===== src/rtl/piso_serializer_pkg.sv =====
// Shared definitions for the piso_serializer block.
//   state_t          : shifter state (IDLE / SHIFTING)
//   symbols_per_word : number of symbols carried by one parallel word
//   params_ok        : parameter legality test used at elaboration by the top
package piso_serializer_pkg;

  typedef enum logic {
    IDLE     = 1'b0,
    SHIFTING = 1'b1
  } state_t;

  function automatic int symbols_per_word(input int width, input int symbol_bits);
    return width / symbol_bits;
  endfunction

  // SYMBOL_BITS must divide WIDTH and a word must hold at least two symbols.
  function automatic bit params_ok(input int width, input int symbol_bits);
    return (symbol_bits > 0) && ((width % symbol_bits) == 0) &&
           ((width / symbol_bits) >= 2);
  endfunction

endpackage


===== src/rtl/piso_shift_core.sv =====
// Shift register, symbol counter and symbol select for piso_serializer.
// Ports:
//   clk, reset       : clock and synchronous active-high reset
//   load, load_word  : load a fresh word and restart the symbol counter
//   shift            : advance one symbol toward the output end
//   enable           : output gate; symbol reads 0 when low
//   symbol           : current symbol (low or high end depending on MSB_FIRST)
//   last             : counter is on the final symbol of the word
module piso_shift_core
  import piso_serializer_pkg::*;
#(
  parameter int WIDTH       = 32,
  parameter int SYMBOL_BITS = 1,
  parameter int MSB_FIRST   = 0
) (
  input  logic                   clk,
  input  logic                   reset,
  input  logic                   load,
  input  logic [WIDTH-1:0]       load_word,
  input  logic                   shift,
  input  logic                   enable,
  output logic [SYMBOL_BITS-1:0] symbol,
  output logic                   last
);

  localparam int SYMBOLS = symbols_per_word(WIDTH, SYMBOL_BITS);
  localparam int CNT_W   = $clog2(SYMBOLS);
  localparam logic [CNT_W-1:0] CNT_LAST = CNT_W'(SYMBOLS - 1);

  logic [WIDTH-1:0]       shreg;
  logic [CNT_W-1:0]       cnt;
  logic [SYMBOL_BITS-1:0] head;

  always_ff @(posedge clk) begin
    if (reset) begin
      shreg <= '0;
      cnt   <= '0;
    end else if (load) begin
      shreg <= load_word;
      cnt   <= '0;
    end else if (shift) begin
      if (MSB_FIRST != 0) shreg <= shreg << SYMBOL_BITS;
      else                shreg <= shreg >> SYMBOL_BITS;
      cnt <= (cnt == CNT_LAST) ? '0 : cnt + 1'b1;
    end
  end

  assign head   = (MSB_FIRST != 0) ? shreg[WIDTH-1 -: SYMBOL_BITS]
                                   : shreg[SYMBOL_BITS-1:0];
  assign symbol = enable ? head : '0;
  assign last   = (cnt == CNT_LAST);

endmodule


===== src/rtl/piso_serializer.sv =====
// Double-buffered parallel-in/serial-out serializer. Words enter a one-word
// holding register over valid/ready and are moved into the shifter, which
// emits SYMBOL_BITS bits per `active` strobe.
// Ports:
//   clk, reset      : clock and synchronous active-high reset
//   parallel        : input word (WIDTH bits)
//   parallel_valid  : word present on `parallel`
//   parallel_ready  : holding register free (forced low during reset)
//   active          : symbol strobe
//   serial_symbol   : current symbol, 0 when idle
//   serial_valid    : serial_symbol carries real data
//   underrun        : one-cycle pulse when the shifter runs dry with no word held
// Build option: PISO_SERIALIZER_REPEAT_EN -- on underrun, replay the last
// loaded word instead of going idle (continuous carrier).
module piso_serializer
  import piso_serializer_pkg::*;
#(
  parameter int WIDTH       = 32,
  parameter int SYMBOL_BITS = 1,
  parameter int MSB_FIRST   = 0
) (
  input  logic                   clk,
  input  logic                   reset,
  input  logic [WIDTH-1:0]       parallel,
  input  logic                   parallel_valid,
  output logic                   parallel_ready,
  input  logic                   active,
  output logic [SYMBOL_BITS-1:0] serial_symbol,
  output logic                   serial_valid,
  output logic                   underrun
);

  if (!params_ok(WIDTH, SYMBOL_BITS)) begin : g_param_check
    $error("piso_serializer: SYMBOL_BITS must divide WIDTH with at least 2 symbols per word");
  end

  state_t           state, state_next;
  logic [WIDTH-1:0] hold;
  logic             hold_full;
  logic             accept;
  logic             load_hold;
  logic             exhaust;
  logic             shift_en;
  logic             last;
  logic             core_load;
  logic [WIDTH-1:0] core_word;

  assign parallel_ready = !hold_full && !reset;
  assign accept         = parallel_valid && parallel_ready;

  always_ff @(posedge clk) begin
    if (reset) state <= IDLE;
    else       state <= state_next;
  end

  always_comb begin
    state_next = state;
    case (state)
      IDLE:     if (hold_full) state_next = SHIFTING;
      SHIFTING: begin
`ifdef PISO_SERIALIZER_REPEAT_EN
        state_next = SHIFTING;
`else
        if (active && last && !hold_full) state_next = IDLE;
`endif
      end
      default:  state_next = IDLE;
    endcase
  end

  always_comb begin
    load_hold = 1'b0;
    exhaust   = 1'b0;
    shift_en  = 1'b0;
    case (state)
      IDLE:     load_hold = hold_full;
      SHIFTING: begin
        if (active) begin
          if (!last)          shift_en  = 1'b1;
          else if (hold_full) load_hold = 1'b1;
          else                exhaust   = 1'b1;
        end
      end
      default:  ;
    endcase
  end

  // Accept needs hold empty and a drain needs it full, so the two never
  // collide; written as set/clear anyway so no word can be dropped.
  always_ff @(posedge clk) begin
    if (reset) begin
      hold      <= '0;
      hold_full <= 1'b0;
      underrun  <= 1'b0;
    end else begin
      if (accept) hold <= parallel;
      hold_full <= (hold_full && !load_hold) || accept;
      underrun  <= exhaust;
    end
  end

`ifdef PISO_SERIALIZER_REPEAT_EN
  logic [WIDTH-1:0] last_word;

  always_ff @(posedge clk) begin
    if (reset)          last_word <= '0;
    else if (load_hold) last_word <= hold;
  end

  assign core_load = load_hold || exhaust;
  assign core_word = load_hold ? hold : last_word;
`else
  assign core_load = load_hold;
  assign core_word = hold;
`endif

  assign serial_valid = (state == SHIFTING);

  piso_shift_core #(
    .WIDTH       (WIDTH),
    .SYMBOL_BITS (SYMBOL_BITS),
    .MSB_FIRST   (MSB_FIRST)
  ) u_core (
    .clk       (clk),
    .reset     (reset),
    .load      (core_load),
    .load_word (core_word),
    .shift     (shift_en),
    .enable    (serial_valid),
    .symbol    (serial_symbol),
    .last      (last)
  );

endmodule


===== config.mk =====
export PLATFORM = sky130hd
export DESIGN_NAME = piso_serializer
export DESIGN_NICKNAME = d
export VERILOG_FILES = /design/src/rtl/piso_serializer_pkg.sv /design/src/rtl/piso_shift_core.sv /design/src/rtl/piso_serializer.sv
export SDC_FILE = /design/constraint.sdc
export NUM_CORES = 1
export LEC_CHECK = 0
export CORE_MARGIN = 1.5
export CORE_UTILIZATION = 54
export DETAILED_ROUTE_END_ITERATION = 16
export GPL_TIMING_DRIVEN = 0
export PLACE_DENSITY = 0.9
export SYNTH_ARGS = -nofsm -noshare
export SYNTH_HDL_FRONTEND = slang
export SYNTH_SLANG_ARGS = --single-unit

===== constraint.sdc =====
create_clock -name clk -period 2.5 [get_ports clk]
set_input_delay 0.5 -clock clk [delete_from_list [all_inputs] [get_ports clk]]
set_output_delay 0.5 -clock clk [all_outputs]
set_load 0.05 [all_outputs]

Word level (Yosys, flattened, before mapping). Index checks and enable logic that the tools add are counted.

Flip-flop bits (word level): 72. Input bits: 36. Output and inout port bits: 4.

Add/subtract/negate cells: 1. Eq/ne operators: 1. Mux-type cells: 14. Bitwise operators: 3. Reductions and logical operators: 12.

Operators by type and width (number): two-way mux 32 bit (2); two-way mux 1 bit (9); adder 5 x 1 -> 5 bit (second input constant) (1); equality test 5 bit (second input constant) (1); logical AND 1 bit (5); two-way mux 5 bit (1); one-hot mux 1 bit (2 select lines) (2); OR reduction 4 bit (1); logical NOT 1 bit (3); inverter 1 bit (3); nonzero test 2 bit (1); OR reduction 2 bit (1); logical OR 1 bit (1).

Depth between registers and ports, before layout. Gate-level depths: netlist (run 1).

Depth after elaboration: 7. Mapped depth: 8. Gate-level depth less buffers: 6.

Modules after synthesis. Synthesis (run 1) repeated with hierarchy kept, for this count alone.

Cell total of the unflattened synthesis: 318. Area, all modules: 3012.9 um^2.

By module, submodules not included: piso_shift_core (instances 1, cells an instance 163, area each 1749.2 um^2, seq. area each 740.7 um^2); piso_serializer (instances 1, cells an instance 155, area each 1263.7 um^2, seq. area each 700.7 um^2).

Worst setup path before layout (run 1). OpenSTA, ideal clock, no wires.

Path kind: register -> register. From: register u_core.cnt[0]. To: register u_core.cnt[3]. Setup time: 0.086 ns. Data arrival time: 1.759 ns. Path slack: 0.655 ns. Stages on the path, launching flop included: 8. Cells stage by stage: dfxtp_1 ha_1 and3_1 ha_1 nand3b_1 buf_6 or3_1 a211oi_1.

Cells in the longest elaborated chain, start to end: 5.

RTL lines: start, declared (line piso_shift_core.sv:31) `logic [CNT_W-1:0] cnt;`; start signal, assigned (line piso_shift_core.sv:44) `cnt <= (cnt == CNT_LAST) ? '0 : cnt + 1'b1;`; equality test 5 bit (line piso_shift_core.sv:44, piso_shift_core.sv:51); two-way mux 1 bit (line piso_serializer.sv:79) `if (!last) shift_en = 1'b1;`; two-way mux 1 bit (line piso_serializer.sv:78) `if (active) begin`; one-hot mux 1 bit (2 select lines) (line piso_serializer.sv:75) `case (state)`; OR reduction 2 bit (no source line).

Parallel ways exist; a longest one is shown, timed or not. A chain may end at the register's enable or synchronous reset.

Worst setup path after layout (run 1).
From: input reset. To: output parallel_ready.

Cells in the longest elaborated chain, start to end: 2.

RTL lines: start, declared (line piso_serializer.sv:23) `input logic reset,`; logical NOT 1 bit (line piso_serializer.sv:48) `assign parallel_ready = !hold_full && !reset;`; logical AND 1 bit (line piso_serializer.sv:48); end, declared (line piso_serializer.sv:26) `output logic parallel_ready,`.

Every way passes these cells.

==> results_dict.tcl, run 1 <==
set metrics [dict create \
    outcome "completed" \
    max_slew_margin 0.6673 \
    rsz0062_at_grt "false" \
    gp_congestion 0.7433 \
    avgSynthCellArea_um2 9.055 \
    fin_nets 409 \
    fin_area_mm2 0.003603 \
    endpoint_kind "primary output" \
    worstSetupPathType "input pin to primary output" \
    ys_seq_area_frac 0.4959 \
    vdd_drop_max_v 0.0005062 \
    busiest_layer "met2" \
    grtUsageMet2 0.3652 \
    final_core_util 0.7011 \
    drive_gt1_frac 0.09309 \
    cap_violations 0 \
    syn-cell-area_mm2 0.002907 \
    diodes 0 \
    slew_viol_final 0 \
    start_util 0.5655 \
    fin_crit_ns 2.351 \
    grt_overflow 0 \
    synth-warning-count 0 \
    p_leak_nw 1.529 \
    wl_per_cell_um 13.59 \
    io-pin-count 40 \
    grt_max_degree 13 \
    syn_nets 359 \
    area_growth_pct 23.98 \
    route.detailed.drc 0 \
    final.period_utilization 0.9403 \
    cts-hold-fix-buffers 0 \
    io_buffers 39 \
    antenna_found_initial 0 \
    clk_latency_ns 0.35 \
    cts_root_buf "clkbuf_8" \
    worstMarginPinSlew_ns 0.4975 \
    grt_pass1_vias 2244 \
    setup_tns_ns 0 \
    vias 2403 \
    holdWs_ns 0.4584 \
    num_rows 26 \
    ctsLongestPathBuffers 2 \
    hpwl_mm 4.101 \
    cts.clk_slew.worst_paths_ns 0.07 \
    finalWirelength_mm 6.062 \
    use_met3 0.05030 \
    die_x_um 76.37 \
    timing.fmax_ghz 0.4254 \
    p_per_area_mw_per_mm2 731.4 \
    cp-start-kind "input pin" \
    htree_levels 3 \
    ant_nets 0 \
    setup_viol 0 \
    cts_tree "yes" \
    grt.met1_usage 0.2725 \
    crit_path_max_fanout 10 \
    synth_cell_types 29 \
    worstPathRequired_ns 2.00 \
    place_area_mm2 0.003385 \
    reg2regPathDepth 7 \
    skew_ns 0.005601 \
    hold_depth 2 \
    synth_enable_flop_cells 0 \
    die_y_um 76.37 \
    drtIter0Drc 194 \
    async_flop_share 0 \
    min_path_type "flip-flop to flip-flop" \
    dieArea_mm2 0.005832 \
    dr.pass1.iters 4 \
    grt_usage 0.2223 \
    crit_arrival_ns 1.85 \
    core_area_mm2 0.005140 \
    synth_seq_cells 72 \
    grt_pass1_wl_mm 10.15 \
    vias_per_cell 5.388 \
    syn_inst 321 \
    numCtsBuffers 9 \
    synthFlopType "dfxtp_1" \
    clkSinkCount 72 \
    finalHoldViolCount 0 \
]
## placed cells by master (no fill, tap or decap), types with 3 or more instances in the layout
master | synthesis | final
buf_2 | 12 | 12
nor2_1 | 5 | 5
clkdlybuf4s50_1 | 0 | 38
o31ai_1 | 31 | 31
clkbuf_1 | 10 | 10
clkinv_2 | 0 | 3
nand2_1 | 64 | 64
buf_4 | 3 | 3
dfxtp_1 | 72 | 72
mux2i_1 | 33 | 33
clkbuf_8 | 0 | 10
nor3_1 | 5 | 5
a21oi_1 | 32 | 32
o21ai_0 | 33 | 33
## metal layers
metal | wire length (µm) | vias up
li1 | - | 1230
met1 | 2682 | 1093
met2 | 2957 | 62
met4 | 179 | 0
met5 | 0 | -
met3 | 243 | 18
## state kept, by name, summed over array words and instances (netlist names)
signal	cells
hold_full	1
underrun	1
u_core.cnt	5
serial_valid	1
u_core.shreg	32
core_word	32
## final cells by class
cell class / instances / area (µm²)
plain buffers: 27 / 135.1
clock buffers: 10 / 137.6
clock inverters: 6 / 82.58
fillers: 422 / 1536
inverters: 2 / 7.507
multi-input cells: 220 / 1323
flip-flops and latches: 72 / 1441
well taps: 70 / 87.58
repair buffers: 39 / 389.1
## where the power goes
| part | total, mW | internal (mW) | switching (mW) |
|---|---|---|---|
| Clock | 1.01 | 0.583 | 0.424 |
| Sequential | 1.29 | 1.24 | 0.0478 |
| Combinational | 0.341 | 0.155 | 0.185 |
| Total | 2.64 | 1.98 | 0.658 |
## worst paths after layout
check                        startpoint                             to  slack [ns]
max                               reset                 parallel_ready        0.15
min          core_word[24]$_SDFFE_PP0P_     core_word[24]$_SDFFE_PP0P_        0.46
max reg2reg  u_core.cnt[0]$_SDFFE_PP0P_  u_core.shreg[17]$_SDFFE_PP0P_        0.47
min reg2reg  core_word[24]$_SDFFE_PP0P_     core_word[24]$_SDFFE_PP0P_        0.46
## through the flow
step | setup WS, ns | cells | power (mW)
after floorplan | 0.6553 | 321 | 1.522
after global placement | -0.1468 | 430 | 1.631
after detailed placement | -0.1345 | 430 | 1.649
after CTS | 0.1400 | 446 | 2.636
after global routing | 0.1021 | 446 | 2.740
final | 0.1493 | 446 | 2.635
## worst max-delay path, stage by stage
cell	delay (ns)
clkdlybuf4s50_1	0.47
buf_2	0.22
nor2_1	0.12
dlygate4sd2_1	0.54
## kinds of logic (layout without fill, tap and decap cells)
group / after synthesis / after routing / synth area share
muxes: 33 / 33 / 0.1136
AOI/OAI and AO/OA: 99 / 99 / 0.2010
xor gates and xnor gates: 2 / 2 / 0.006028
adders and majority gates: 2 / 2 / 0.008608
buffers and inverters: 29 / 84 / 0.04907
DFF: 72 / 72 / 0.4959
and+or+nand+nor: 84 / 84 / 0.1257
## timing repair
item                                    in CTS  in global routing
endpoints found under the hold margin        0                  0
buffers inserted                             0                  0
endpoints found under the setup margin       1                  0
gates resized for setup                      1                  0
## synthesized netlist by cell type, drive strengths merged (2+ instances only)
master  count  share of area
mux2i      33           0.11
ha          2         0.0086
o21ai      33          0.057
nor3        5         0.0086
clkbuf     10          0.013
nor2        5         0.0065
dfxtp      72           0.50
nand3b      2         0.0052
inv         2         0.0026
o31ai      31          0.080
buf        17          0.034
nand2      64          0.083
a21oi      32          0.055
xor2        2         0.0060
(Power assumes the default switching activity.)
==> run 2, diff against run 1 <==
--- a/config.mk
+++ b/config.mk
@@ -5,8 +5,10 @@
 export SDC_FILE = /design/constraint.sdc
 export NUM_CORES = 1
 export LEC_CHECK = 0
+export ABC_AREA = 1
+export CAP_MARGIN = 0
 export CORE_MARGIN = 1.5
-export CORE_UTILIZATION = 54
+export CORE_UTILIZATION = 55
 export DETAILED_ROUTE_END_ITERATION = 16
 export GPL_TIMING_DRIVEN = 0
 export PLACE_DENSITY = 0.9
==> results_dict.tcl, run 2 <==
set metrics [dict create \
    outcome "completed" \
    dr.pass1.iters 5 \
    grt_usage 0.2530 \
    clk_latency_ns 0.35 \
    io-pin-count 40 \
    vias 3199 \
    synthFlopType "dfxtp_1" \
    yosysTopAreaCell "dfxtp_1" \
    final_core_util 0.6786 \
    cp_num_buf_inv 4 \
    hpwl_mm 5.105 \
    syn_inst 446 \
    core_area_mm2 0.005921 \
    cts.clk_slew.worst_paths_ns 0.08 \
    cp-start-kind "flip-flop" \
    grt_max_degree 13 \
    r2r_end "u_core.shreg[8]$_SDFFE_PP0P_" \
    worst_slack_ns 0.1059 \
    crit_path_max_fanout 6 \
    p_leak_nw 1.677 \
    drive_gt1_frac 0.1122 \
    synth_cell_types 23 \
    timing.rr.start "u_core.cnt[0]$_SDFFE_PP0P_" \
    rsz0062_at_grt "false" \
    cts_tree "yes" \
    die_x_um 81.13 \
    crit_arrival_ns 1.89 \
    setup_viol 0 \
    cts_root_buf "clkbuf_8" \
    htree_levels 3 \
    skew_ns 0.008313 \
    slowest_stage "clkdlybuf4s50_1" \
    endpoint_kind "primary output" \
    fin_nets 532 \
    vdd_drop_max_v 0.0003843 \
    cts_setup_buffers 0 \
    finalWirelength_mm 7.653 \
    clkSinkCount 72 \
    worstMarginPinSlew_ns 0.5009 \
    use_met3 0.06742 \
    holdWs_ns 0.4377 \
    syn_nets 484 \
    ctsLongestPathBuffers 2 \
    async_flop_share 0 \
    ff2ff_setup_slack_ns 0.62 \
    grt_overflow 0 \
    layout_commonest_cell "nand2_1" \
    cts-hold-fix-buffers 0 \
    grt_pass1_wl_mm 12.79 \
    grt_pass1_vias 2908 \
    min_path_type "input pin to flip-flop" \
    total_power_mw 2.669 \
    gp_congestion 0.8312 \
    hold_depth 2 \
    synth-warning-count 0 \
    synth.area.top_cells "dfxtp_1 (43%), nand2_1 (13%), nand3_1 (9.5%), o31ai_1 (6.9%), nand4_1 (5.8%)" \
    reg2regPathDepth 9 \
    final.period_utilization 0.9576 \
    preCtsSetupSlack_ns 0.2653 \
    busiest_layer "met2" \
    numCtsBuffers 9 \
    critical_path.max_stage_delay_ns 0.80 \
    io_buffers 37 \
    avgSynthCellArea_um2 7.527 \
    vias_per_cell 5.573 \
    antenna_found_initial 0 \
    fin_area_mm2 0.004018 \
    place_area_mm2 0.003821 \
    area_growth_pct 19.68 \
    start_util 0.5670 \
    synth_seq_cells 72 \
    crit_chain "buf_4, inv_2, nand2_2, inv_1, clkdlybuf4s50_1" \
    fin_crit_ns 2.394 \
    synthTopCellsByCount "nand2_1 (113), dfxtp_1 (72), nand3_1 (64)" \
    diodes 0 \
    ys_seq_area_frac 0.4294 \
    dieArea_mm2 0.006581 \
    num_rows 28 \
    wl_per_cell_um 13.33 \
    hp-start "reset" \
    syn-cell-area_mm2 0.003357 \
    setup_tns_ns 0 \
    grtUsageMet2 0.4150 \
    dp_cells 558 \
    cap_violations 0 \
    stdcell_count 574 \
    synth.most_common_cell "nand2_1" \
    synth_top_area_frac 0.4294 \
    route.detailed.drc 0 \
    ant_nets 0 \
    finalHoldViolCount 0 \
    max_slew_margin 0.6650 \
    timing.fmax_ghz 0.4177 \
    grt.met1_usage 0.3134 \
    crit_family "buffers and inverters" \
    final_cell_mix "nand2_1 (113), dfxtp_1 (72), nand3_1 (64)" \
    p_per_area_mw_per_mm2 664.4 \
    slew_viol_final 0 \
    worstPathRequired_ns 2.00 \
    worstSetupPathType "flip-flop to primary output" \
    hold_end "core_word[0]$_SDFFE_PP0P_" \
    drtIter0Drc 197 \
    synth_enable_flop_cells 0 \
    die_y_um 81.13 \
]
==> run 2: cell types whose count changed in the layout (fill, tap and decap cells not counted), sizes merged, moves of 15 or more <==
cell | previous run | this run
buf | 17 | 32
mux2i | 33 | 0
nand4 | 0 | 31
o21ai | 33 | 2
nand3 | 1 | 65
inv | 2 | 45
nand2 | 64 | 117
==> run 2: worst max path at each step <==
stage	from	endpoint	slack, ns	depth (start not counted)
finish	hold_full$_SDFF_PP0_	parallel_ready	0.11	5
global placement	reset	parallel_ready	0.27	5
global route	hold_full$_SDFF_PP0_	parallel_ready	0.03	5
floorplan	serial_valid$_SDFF_PP0_	serial_symbol	0.59	4
CTS	hold_full$_SDFF_PP0_	parallel_ready	0.1	5
detailed placement	reset	parallel_ready	0.27	5
==> run 2: cell families (layout without fill, tap and decap cells) <==
family,count (synthesis),count (layout),synth area share
compound gates,69,69,0.1263
fa+ha+maj,2,2,0.007453
buf+inv,85,138,0.1290
flops,72,72,0.4294
simple gates,218,218,0.3079
==> run 2: power by group <==
part	internal, mW	switching, mW
Clock	0.487	0.445
Sequential	1.24	0.0383
Combinational	0.193	0.268
Total	1.92	0.750
==> run 2: per-layer routing <==
metal | part of all wire | up-vias
met3 | 0.047 | 12
li1 | - | 1600
met2 | 0.49 | 81
met5 | 0 | -
met1 | 0.45 | 1506
met4 | 0.015 | 0
==> run 2: final cells by class <==
type | count | area (µm²)
plain buffers | 40 | 264.0
clock inverters | 5 | 56.30
fillers | 488 | 1903
repair buffers | 37 | 369.1
clock buffers | 11 | 141.4
flip-flops and latches | 72 | 1441
multi-input cells | 289 | 1483
inverters | 45 | 168.9
well taps | 75 | 93.84
==> run 2: what timing repair did <==
item | 4_1_cts | 5_1_grt
endpoints found under the hold margin | 0 | 0
gates resized for setup | 1 | 0
setup endpoints to repair | 1 | 0
